### src/rtl/ysyx_25060173_mem_arbiter_if.sv
// Bus bundle for the IFU/LSU memory arbiter: requester, memory and response sides.
// master = arbiter view, slave = environment view (requesters plus memory).
interface ysyx_25060173_mem_arbiter_if;
  logic        ifu_req_valid;
  logic        ifu_req_ready;
  logic [31:0] ifu_addr;
  logic        ifu_rsp_valid;
  logic        ifu_rsp_err;

  logic        lsu_req_valid;
  logic        lsu_req_ready;
  logic [31:0] lsu_addr;
  logic        lsu_wen;
  logic [31:0] lsu_wdata;
  logic [3:0]  lsu_wmask;
  logic        lsu_rsp_valid;
  logic        lsu_rsp_err;

  logic [31:0] rsp_rdata;

  logic        mem_req_valid;
  logic        mem_req_ready;
  logic [31:0] mem_addr;
  logic        mem_wen;
  logic [31:0] mem_wdata;
  logic [3:0]  mem_wmask;
  logic        mem_rsp_valid;
  logic [31:0] mem_rdata;

  modport master (
    input  ifu_req_valid,
    input  ifu_addr,
    output ifu_req_ready,
    output ifu_rsp_valid,
    output ifu_rsp_err,
    input  lsu_req_valid,
    input  lsu_addr,
    input  lsu_wen,
    input  lsu_wdata,
    input  lsu_wmask,
    output lsu_req_ready,
    output lsu_rsp_valid,
    output lsu_rsp_err,
    output rsp_rdata,
    output mem_req_valid,
    input  mem_req_ready,
    output mem_addr,
    output mem_wen,
    output mem_wdata,
    output mem_wmask,
    input  mem_rsp_valid,
    input  mem_rdata
  );

  modport slave (
    output ifu_req_valid,
    output ifu_addr,
    input  ifu_req_ready,
    input  ifu_rsp_valid,
    input  ifu_rsp_err,
    output lsu_req_valid,
    output lsu_addr,
    output lsu_wen,
    output lsu_wdata,
    output lsu_wmask,
    input  lsu_req_ready,
    input  lsu_rsp_valid,
    input  lsu_rsp_err,
    input  rsp_rdata,
    input  mem_req_valid,
    output mem_req_ready,
    input  mem_addr,
    input  mem_wen,
    input  mem_wdata,
    input  mem_wmask,
    output mem_rsp_valid,
    output mem_rdata
  );
endinterface

### src/rtl/ysyx_25060173_mem_arbiter.sv
// Single-outstanding IFU/LSU memory arbiter with watchdog timeout.
// MEM_ARB_ROUND_ROBIN_EN: round-robin on ties instead of fixed LSU priority.
module ysyx_25060173_mem_arbiter #(
  parameter int unsigned TIMEOUT = 255
) (
  input  logic clk,
  input  logic rst,
  ysyx_25060173_mem_arbiter_if.master bus,
  output logic busy
);

  typedef enum logic [1:0] {
    IDLE = 2'd0,
    REQ  = 2'd1,
    RESP = 2'd2
  } state_e;

  state_e      state_q, state_d;

  logic        owner_lsu_q, owner_lsu_d;
  logic [31:0] addr_q, addr_d;
  logic        wen_q, wen_d;
  logic [31:0] wdata_q, wdata_d;
  logic [3:0]  wmask_q, wmask_d;
  logic [31:0] rdata_q, rdata_d;
  logic        ifu_rsp_q, ifu_rsp_d;
  logic        lsu_rsp_q, lsu_rsp_d;
  logic        ifu_err_q, ifu_err_d;
  logic        lsu_err_q, lsu_err_d;
  logic [31:0] cnt_q, cnt_d;

`ifdef MEM_ARB_ROUND_ROBIN_EN
  logic        last_lsu_q, last_lsu_d;
`endif

  logic        idle;
  logic        active;
  logic        grant_ifu;
  logic        grant_lsu;
  logic        ifu_acc;
  logic        lsu_acc;
  logic        acc;
  logic        done;
  logic        expire;

  assign idle    = (state_q == IDLE);
  assign active  = (state_q == REQ) || (state_q == RESP);
  assign ifu_acc = idle && grant_ifu && bus.ifu_req_valid;
  assign lsu_acc = idle && grant_lsu && bus.lsu_req_valid;
  assign acc     = ifu_acc || lsu_acc;
  assign done    = (state_q == RESP) && bus.mem_rsp_valid;

  // cnt_q reads k-1 in the k-th cycle after accept, so the error
  // pulse lands exactly TIMEOUT cycles after the accept cycle.
  assign expire  = (TIMEOUT != 0) && active && !done &&
                   ((cnt_q + 32'd2) >= TIMEOUT);

  always_comb begin
    grant_ifu = 1'b0;
    grant_lsu = 1'b0;
`ifdef MEM_ARB_ROUND_ROBIN_EN
    if (bus.ifu_req_valid && bus.lsu_req_valid) begin
      grant_lsu = !last_lsu_q;
      grant_ifu = last_lsu_q;
    end else begin
      grant_lsu = bus.lsu_req_valid;
      grant_ifu = bus.ifu_req_valid;
    end
`else
    grant_lsu = bus.lsu_req_valid;
    grant_ifu = bus.ifu_req_valid && !bus.lsu_req_valid;
`endif
  end

  always_ff @(posedge clk) begin
    if (rst) begin
      state_q <= IDLE;
    end else begin
      state_q <= state_d;
    end
  end

  always_comb begin
    state_d = state_q;
    unique case (state_q)
      IDLE: begin
        if (acc) state_d = REQ;
      end
      REQ: begin
        if (expire) begin
          state_d = IDLE;
        end else if (bus.mem_req_ready) begin
          state_d = RESP;
        end
      end
      RESP: begin
        if (done || expire) state_d = IDLE;
      end
      default: state_d = IDLE;
    endcase
  end

  always_comb begin
    bus.ifu_req_ready = ifu_acc;
    bus.lsu_req_ready = lsu_acc;
    bus.mem_req_valid = (state_q == REQ);
    busy              = !idle;
  end

  always_comb begin
    owner_lsu_d = owner_lsu_q;
    addr_d      = addr_q;
    wen_d       = wen_q;
    wdata_d     = wdata_q;
    wmask_d     = wmask_q;
    rdata_d     = rdata_q;
    ifu_rsp_d   = 1'b0;
    lsu_rsp_d   = 1'b0;
    ifu_err_d   = 1'b0;
    lsu_err_d   = 1'b0;
    cnt_d       = cnt_q;
`ifdef MEM_ARB_ROUND_ROBIN_EN
    last_lsu_d  = last_lsu_q;
`endif
    if (acc) begin
      owner_lsu_d = lsu_acc;
      cnt_d       = '0;
`ifdef MEM_ARB_ROUND_ROBIN_EN
      last_lsu_d  = lsu_acc;
`endif
      if (lsu_acc) begin
        addr_d  = bus.lsu_addr;
        wen_d   = bus.lsu_wen;
        wdata_d = bus.lsu_wdata;
        wmask_d = bus.lsu_wmask;
      end else begin
        addr_d  = bus.ifu_addr;
        wen_d   = 1'b0;
        wdata_d = '0;
        wmask_d = '0;
      end
    end else if (active) begin
      cnt_d = cnt_q + 32'd1;
    end
    if (done) begin
      rdata_d   = bus.mem_rdata;
      ifu_rsp_d = !owner_lsu_q;
      lsu_rsp_d = owner_lsu_q;
    end else if (expire) begin
      rdata_d   = '0;
      ifu_rsp_d = !owner_lsu_q;
      lsu_rsp_d = owner_lsu_q;
      ifu_err_d = !owner_lsu_q;
      lsu_err_d = owner_lsu_q;
    end
  end

  always_ff @(posedge clk) begin
    if (rst) begin
      owner_lsu_q <= 1'b0;
      addr_q      <= '0;
      wen_q       <= 1'b0;
      wdata_q     <= '0;
      wmask_q     <= '0;
      rdata_q     <= '0;
      ifu_rsp_q   <= 1'b0;
      lsu_rsp_q   <= 1'b0;
      ifu_err_q   <= 1'b0;
      lsu_err_q   <= 1'b0;
      cnt_q       <= '0;
    end else begin
      owner_lsu_q <= owner_lsu_d;
      addr_q      <= addr_d;
      wen_q       <= wen_d;
      wdata_q     <= wdata_d;
      wmask_q     <= wmask_d;
      rdata_q     <= rdata_d;
      ifu_rsp_q   <= ifu_rsp_d;
      lsu_rsp_q   <= lsu_rsp_d;
      ifu_err_q   <= ifu_err_d;
      lsu_err_q   <= lsu_err_d;
      cnt_q       <= cnt_d;
    end
  end

`ifdef MEM_ARB_ROUND_ROBIN_EN
  always_ff @(posedge clk) begin
    if (rst) begin
      last_lsu_q <= 1'b0;
    end else begin
      last_lsu_q <= last_lsu_d;
    end
  end
`endif

  assign bus.mem_addr      = addr_q;
  assign bus.mem_wen       = wen_q;
  assign bus.mem_wdata     = wdata_q;
  assign bus.mem_wmask     = wmask_q;
  assign bus.rsp_rdata     = rdata_q;
  assign bus.ifu_rsp_valid = ifu_rsp_q;
  assign bus.lsu_rsp_valid = lsu_rsp_q;
  assign bus.ifu_rsp_err   = ifu_err_q;
  assign bus.lsu_rsp_err   = lsu_err_q;

endmodule

### src/flat_wrapper.sv
// flat-port wrapper written by rule: the top's interface ports become plain ports
module ysyx_25060173_mem_arbiter_flat 
#(
  parameter int unsigned TIMEOUT = 255
)
  (clk, rst, busy, bus_ifu_req_valid, bus_ifu_addr, bus_ifu_req_ready, bus_ifu_rsp_valid, bus_ifu_rsp_err, bus_lsu_req_valid, bus_lsu_addr, bus_lsu_wen, bus_lsu_wdata, bus_lsu_wmask, bus_lsu_req_ready, bus_lsu_rsp_valid, bus_lsu_rsp_err, bus_rsp_rdata, bus_mem_req_valid, bus_mem_req_ready, bus_mem_addr, bus_mem_wen, bus_mem_wdata, bus_mem_wmask, bus_mem_rsp_valid, bus_mem_rdata);
  ysyx_25060173_mem_arbiter_if bus_i ();
  input  logic clk;
  input  logic rst;
  output logic busy;
  input wire logic [$bits(bus_i.ifu_req_valid)-1:0] bus_ifu_req_valid;
  input wire logic [$bits(bus_i.ifu_addr)-1:0] bus_ifu_addr;
  output wire logic [$bits(bus_i.ifu_req_ready)-1:0] bus_ifu_req_ready;
  output wire logic [$bits(bus_i.ifu_rsp_valid)-1:0] bus_ifu_rsp_valid;
  output wire logic [$bits(bus_i.ifu_rsp_err)-1:0] bus_ifu_rsp_err;
  input wire logic [$bits(bus_i.lsu_req_valid)-1:0] bus_lsu_req_valid;
  input wire logic [$bits(bus_i.lsu_addr)-1:0] bus_lsu_addr;
  input wire logic [$bits(bus_i.lsu_wen)-1:0] bus_lsu_wen;
  input wire logic [$bits(bus_i.lsu_wdata)-1:0] bus_lsu_wdata;
  input wire logic [$bits(bus_i.lsu_wmask)-1:0] bus_lsu_wmask;
  output wire logic [$bits(bus_i.lsu_req_ready)-1:0] bus_lsu_req_ready;
  output wire logic [$bits(bus_i.lsu_rsp_valid)-1:0] bus_lsu_rsp_valid;
  output wire logic [$bits(bus_i.lsu_rsp_err)-1:0] bus_lsu_rsp_err;
  output wire logic [$bits(bus_i.rsp_rdata)-1:0] bus_rsp_rdata;
  output wire logic [$bits(bus_i.mem_req_valid)-1:0] bus_mem_req_valid;
  input wire logic [$bits(bus_i.mem_req_ready)-1:0] bus_mem_req_ready;
  output wire logic [$bits(bus_i.mem_addr)-1:0] bus_mem_addr;
  output wire logic [$bits(bus_i.mem_wen)-1:0] bus_mem_wen;
  output wire logic [$bits(bus_i.mem_wdata)-1:0] bus_mem_wdata;
  output wire logic [$bits(bus_i.mem_wmask)-1:0] bus_mem_wmask;
  input wire logic [$bits(bus_i.mem_rsp_valid)-1:0] bus_mem_rsp_valid;
  input wire logic [$bits(bus_i.mem_rdata)-1:0] bus_mem_rdata;
  assign bus_i.ifu_req_valid = bus_ifu_req_valid;
  assign bus_i.ifu_addr = bus_ifu_addr;
  assign bus_ifu_req_ready = bus_i.ifu_req_ready;
  assign bus_ifu_rsp_valid = bus_i.ifu_rsp_valid;
  assign bus_ifu_rsp_err = bus_i.ifu_rsp_err;
  assign bus_i.lsu_req_valid = bus_lsu_req_valid;
  assign bus_i.lsu_addr = bus_lsu_addr;
  assign bus_i.lsu_wen = bus_lsu_wen;
  assign bus_i.lsu_wdata = bus_lsu_wdata;
  assign bus_i.lsu_wmask = bus_lsu_wmask;
  assign bus_lsu_req_ready = bus_i.lsu_req_ready;
  assign bus_lsu_rsp_valid = bus_i.lsu_rsp_valid;
  assign bus_lsu_rsp_err = bus_i.lsu_rsp_err;
  assign bus_rsp_rdata = bus_i.rsp_rdata;
  assign bus_mem_req_valid = bus_i.mem_req_valid;
  assign bus_i.mem_req_ready = bus_mem_req_ready;
  assign bus_mem_addr = bus_i.mem_addr;
  assign bus_mem_wen = bus_i.mem_wen;
  assign bus_mem_wdata = bus_i.mem_wdata;
  assign bus_mem_wmask = bus_i.mem_wmask;
  assign bus_i.mem_rsp_valid = bus_mem_rsp_valid;
  assign bus_i.mem_rdata = bus_mem_rdata;
  ysyx_25060173_mem_arbiter #(.TIMEOUT(TIMEOUT)) u_core (.clk(clk), .rst(rst), .bus(bus_i), .busy(busy));
endmodule
### config.mk
export PLATFORM = sky130hd
export DESIGN_NAME = ysyx_25060173_mem_arbiter_flat
export DESIGN_NICKNAME = d
export VERILOG_FILES = /design/src/rtl/ysyx_25060173_mem_arbiter_if.sv /design/src/rtl/ysyx_25060173_mem_arbiter.sv /design/src/flat_wrapper.sv
export SDC_FILE = /design/constraint.sdc
export NUM_CORES = 1
export LEC_CHECK = 0
export ABC_AREA = 0
export BUFFER_PORTS_ARGS = -buffer_cell sky130_fd_sc_hd__buf_2
export CORE_ASPECT_RATIO = 1.1
export CORE_MARGIN = 4
export CORE_UTILIZATION = 45
export DETAILED_ROUTE_END_ITERATION = 6
export PLACE_DENSITY = 0.75
export RECOVER_POWER = 50
export SYNTH_ARGS = -nofsm -noshare
export SYNTH_HDL_FRONTEND = slang
export SYNTH_SLANG_ARGS = --single-unit
### constraint.sdc
create_clock -name clk -period 5.17 [get_ports clk]
set_input_delay 0.517 -clock clk [delete_from_list [all_inputs] [get_ports clk]]
set_output_delay 0.517 -clock clk [all_outputs]
set_load 0.01 [all_outputs]
# After elaboration in Yosys (flattened, before gate mapping)
# Index checks and enable logic that the tools add are counted.
[word_totals] register_bits=140
[op_classes] mux=15 magnitude_cmp=1 n_eq_ne=5 reduce_logical=20 n_addsub=2
[ops] operator="2-to-1 mux 32 bit" count=4
[ops] operator="adder 32 x 1 -> 32 bit (second input constant)" count=1
[ops] operator="adder 32 x 2 -> 32 bit (second input constant)" count=1
[ops] operator=">= comparator 32 x 8 -> 1 bit (second input constant)" count=1
[ops] operator="logical AND 1 bit" count=8
[ops] operator="2-to-1 mux 2 bit" count=4
[ops] operator="case mux 2 bit (3 select lines)" count=1
[ops] operator="2-to-1 mux 1 bit" count=5
[ops] operator="logical NOT 1 bit" count=4
[ops] operator="2-to-1 mux 4 bit" count=1
[ops] operator="!= test 2 bit (second input constant)" count=2
[ops] operator="OR reduction 2 bit" count=2
[ops] operator="logical OR 1 bit" count=3
[ops] operator="!= test 3 x 1 -> 1 bit (second input constant)" count=1
[ops] operator="AND reduction 3 bit" count=1
[ops] operator="equality test 2 x 1 -> 1 bit (second input constant)" count=1
[ops] operator="equality test 2 bit (second input constant)" count=1
[ops] operator="logical NOT 2 bit" count=1
[ops] operator="nonzero test 2 bit" count=1

# Longest topological paths before layout
[logic_depth] word_depth=8 mapped_depth=12 ltp_nobuf=10

# Worst setup path before layout
# OpenSTA, ideal clock, no wires.
[synth_timing] path_type="reg2reg" startpoint="reg u_core.cnt_q[2]" endpoint="reg u_core.rdata_q[11] (netlist: u_core.bus.rsp_rdata[11])" arrival_ns=2.594 period_less_slack_ns=2.665 stages_incl_launch_ff=11 required_time_ns=5.099 path_slack_ns=2.505 cell_sequence="dfxtp_1 > ha_1 > nand2_1 > or2_4 > nor4_1 > mux2i_1 > nand4_2 > o31ai_4 > buf_6 > nand3_2 > a21oi_2"
[synth_via] elab_chain_cells=4
[synth_lines] element="start: declaration" line_no="ysyx_25060173_mem_arbiter.sv:30" rtl="logic [31:0] cnt_q, cnt_d;"
[synth_lines] element="start signal: assignment" line_no="ysyx_25060173_mem_arbiter.sv:182" rtl="cnt_q <= cnt_d;"
[synth_lines] element="adder 32 x 2 -> 32 bit" line_no="ysyx_25060173_mem_arbiter.sv:56" rtl="((cnt_q + 32'd2) >= TIMEOUT);"
[synth_lines] element=">= comparator 32 x 8 -> 1 bit" line_no="ysyx_25060173_mem_arbiter.sv:56"
[synth_lines] element="logical AND 1 bit" line_no="ysyx_25060173_mem_arbiter.sv:55" rtl="assign expire = (TIMEOUT != 0) && active && !done &&"
[synth_lines] element="nonzero test 2 bit (no source line)"
[synth_lines] element="end signal: assignment" line_no="ysyx_25060173_mem_arbiter.sv:177" rtl="rdata_q <= rdata_d;"
[synth_lines] element="end: declaration" line_no="ysyx_25060173_mem_arbiter.sv:25" rtl="logic [31:0] rdata_q, rdata_d;"
# Every way passes these cells.
# A chain may end at the register's enable or synchronous reset.

==> metrics <==
Switch Pwr 1.05 mW; Overflow after GRT 0; synthesized net count 822; first-pass GRT wire length 27600 um; Initial Util 45.9%; final hold violation count 0; Antenna Nets Post-Route 0; CP required 5.41 ns; Reg clk slew, reported paths 0.06 ns; Logic pwr share 22.9%; dpl ws 2.07 ns; Final nets 1039; Synth Area per Inst 9.40 um^2; Die Wd 121 um; routed vias 5745; Synth cell types 55; DRC viols 0; Worst slew margin -56.3%; r2r setup slk 1.83 ns; Sequential Power Share 39.3%; Final Power 3.41 mW; share of layout cells above drive strength 1 27.2%; CP max FO 39; setup TNS 0 ns; Synth area leaders dfxtp_1, mux2i_1, nand2_1, a22o_1, nand3_2; Hold Slack 0.319 ns; ant diodes 0; power per cell area 422 mW/mm^2; leading cell types in the layout, fill and taps excluded dfxtp_1, buf_2, clkbuf_1; largest net degree at the start of global routing 70; overall global routing resource usage 21.5%; Peak VDD IR 0.000273 V; post_cts resized 0; crit path cell chain buf_2 > clkbuf_1 > inv_1 > nand2b_1 > o21ai_0; Synth Register Bits 140; Synth top area share 44.1%; Final Skew 0.0122 ns; vias in the first global route 5386; Fmax 275 MHz; Least-Margin Pin Slew 2.35 ns; Chip Height 133 um; antenna violations before repair 0; Syn. warnings 0; DR WL/cell 16.0 um; Routed met2 length 8480 um; max_cap viols 2; Slowest-stage cell, CP clkbuf_1; Min-Delay Path Class input port to flop; die area 0.0161 mm^2; Arrival @ worst endpoint 3.87 ns; crit end category flop; Net Sw Frac 30.8%; kind of critical path input port to flop; Pint 2.36 mW; cell area after layout 0.00809 mm^2; Total Wirelength 17600 um; dpl cell area 0.00760 mm^2; Root Buffer clkbuf_16; main flop type after synthesis dfxtp_1; post-synthesis sequential area ratio 44.1%; max-slew violations 76; post-CTS setup buffers 0; core outline area 0.0139 mm^2; clk sink count 140; DP Wirelength 13200 um; metal3 WL 1420 um; P_leak 3.18 nW; endpoints failing setup 0; Cells after Synth 677; CTS max path bufs 2; FFs w/ async S/R, synth 0%; CP startpoint kind input port; TritonCTS clock tree built; failing checks max-capacitance violations, max-slew violations; clock period minus worst slack 3.63 ns; PnR worst setup slack 1.54 ns; CP max stage delay 1.67 ns; Initial DRC Count 304; DR pass1 iterations 5; Final Cycle Share 70.3%; RSZ-0062 raised after global routing no; Yosys top cell by area dfxtp_1; clock network power share 37.8%; CTS Hold Bufs 0; Area Growth Syn to Fin 27.2%; commonest non-fill, non-tap cell in the layout dfxtp_1; area of the multi-input gates 0.00324 mm^2; Post-Syn Area 0.00636 mm^2; Vias/cell 5.25; Fillers 1340; total CTS buffers 17; met1 wire length 7210 um; # port buffers 247; # IOs 248; CTS H-tree depth 4; top sig layer met4; FP Rows 45; clk_lat worst skew 0.41 ns; Reg area 0.00280 mm^2; gp weighted congestion 0.894; number of synthesized flops with an enable pin 0; outcome complete, but fails checks
==> worst paths after layout <==
| check | from | endpoint | cells after the start |
|---|---|---|---|
| max | rst | u_core.bus.mem_addr[12]$_SDFFE_PP0P_ | 5 |
| min | bus_lsu_wdata[12] | u_core.bus.mem_wdata[12]$_SDFFE_PP0P_ | 2 |
| max reg2reg | u_core.state_q[0]$_SDFFE_PP0P_ | u_core.bus.mem_wdata[9]$_SDFFE_PP0P_ | 6 |
| min reg2reg | u_core.bus.mem_addr[28]$_SDFFE_PP0P_ | u_core.bus.mem_addr[28]$_SDFFE_PP0P_ | 2 |
==> final cells by class <==
| cell class | instances | area share [%] |
|---|---|---|
| Multi-Input combinational cell | 472 | 40.0 |
| Sequential cell | 140 | 34.6 |
| Timing Repair Buffer | 253 | 14.1 |
| Clock buffer | 22 | 5.99 |
| Tap cell | 188 | 2.91 |
| Clock inverter | 10 | 1.86 |
| Inverter | 10 | 0.464 |
==> registers in the layout, summed over array words and instances, names as in the netlist <==
name,cells
u_core.bus.ifu_rsp_err,1
u_core.bus.ifu_rsp_valid,1
u_core.bus.lsu_rsp_err,1
u_core.bus.lsu_rsp_valid,1
u_core.bus.mem_addr,32
u_core.bus.mem_wdata,32
u_core.bus.mem_wen,1
u_core.bus.mem_wmask,4
u_core.bus.rsp_rdata,32
u_core.cnt_q,32
u_core.owner_lsu_q,1
u_core.state_q,2
==> cells in the mapped netlist (3+ instances only) <==
master and instances:
o31ai_1 3, nand4_1 21, o21ai_0 42, nand2b_1 4
nand2_1 89, nand4_2 3, inv_1 10, xor2_1 16
nor3b_1 3, nand3_2 26, or2_2 3, dfxtp_1 140
nor4_2 3, nor3_1 10, nor4_1 6, xnor2_1 18
nor2_1 37, clkbuf_1 30, buf_4 10, and2_1 4
ha_1 6, or3_1 10, a22o_1 37, a21oi_1 12
a211oi_1 3, nand3_1 18, and3_1 4, buf_2 10
buf_6 4, and4_1 5, a21oi_2 26, mux2i_1 36
==> power groups by stage <==
stage | Sequential [mW] | Combinational (mW) | Clock, mW
floorplan | 1.41 | 0.434 | 0
global placement | 1.35 | 0.817 | 0
detailed placement | 1.35 | 0.829 | 0
CTS | 1.34 | 0.829 | 1.31
global route | 1.36 | 0.864 | 1.37
finish | 1.34 | 0.783 | 1.29
==> critical path, delay by kind of cell <==
family | cells | cell delay [ns]
and+or+nand+nor | 1 | 0.95
AOI/OAI and AO/OA | 1 | 0.24
buffers and inverters | 3 | 2.14
==> routing by layer <==
metal,track usage (%),vias up
met1,27.0,2661
met3,6.16,25
met5,0,-
li1,-,2843
met2,34.9,216
met4,7.97,0
==> cell families after synthesis <==
| logic type | synth area share (%) |
|---|---|
| compound gates | 16.0 |
| buf+inv | 5.09 |
| xor+xnor | 4.68 |
| mux | 5.66 |
| fa+ha+maj | 1.18 |
| flops | 44.1 |
| simple gates | 23.3 |
==> through the flow <==
step / util [%] / cells
3_5_place_dp: 54.9 / 1063
5_1_grt: 58.4 / 1095
4_1_cts: 59.4 / 1095
2_1_floorplan: - / 677
3_3_place_gp: 54.9 / 1063
6_report: 58.4 / 1095
Note: power is estimated with default switching activity, not from simulation.
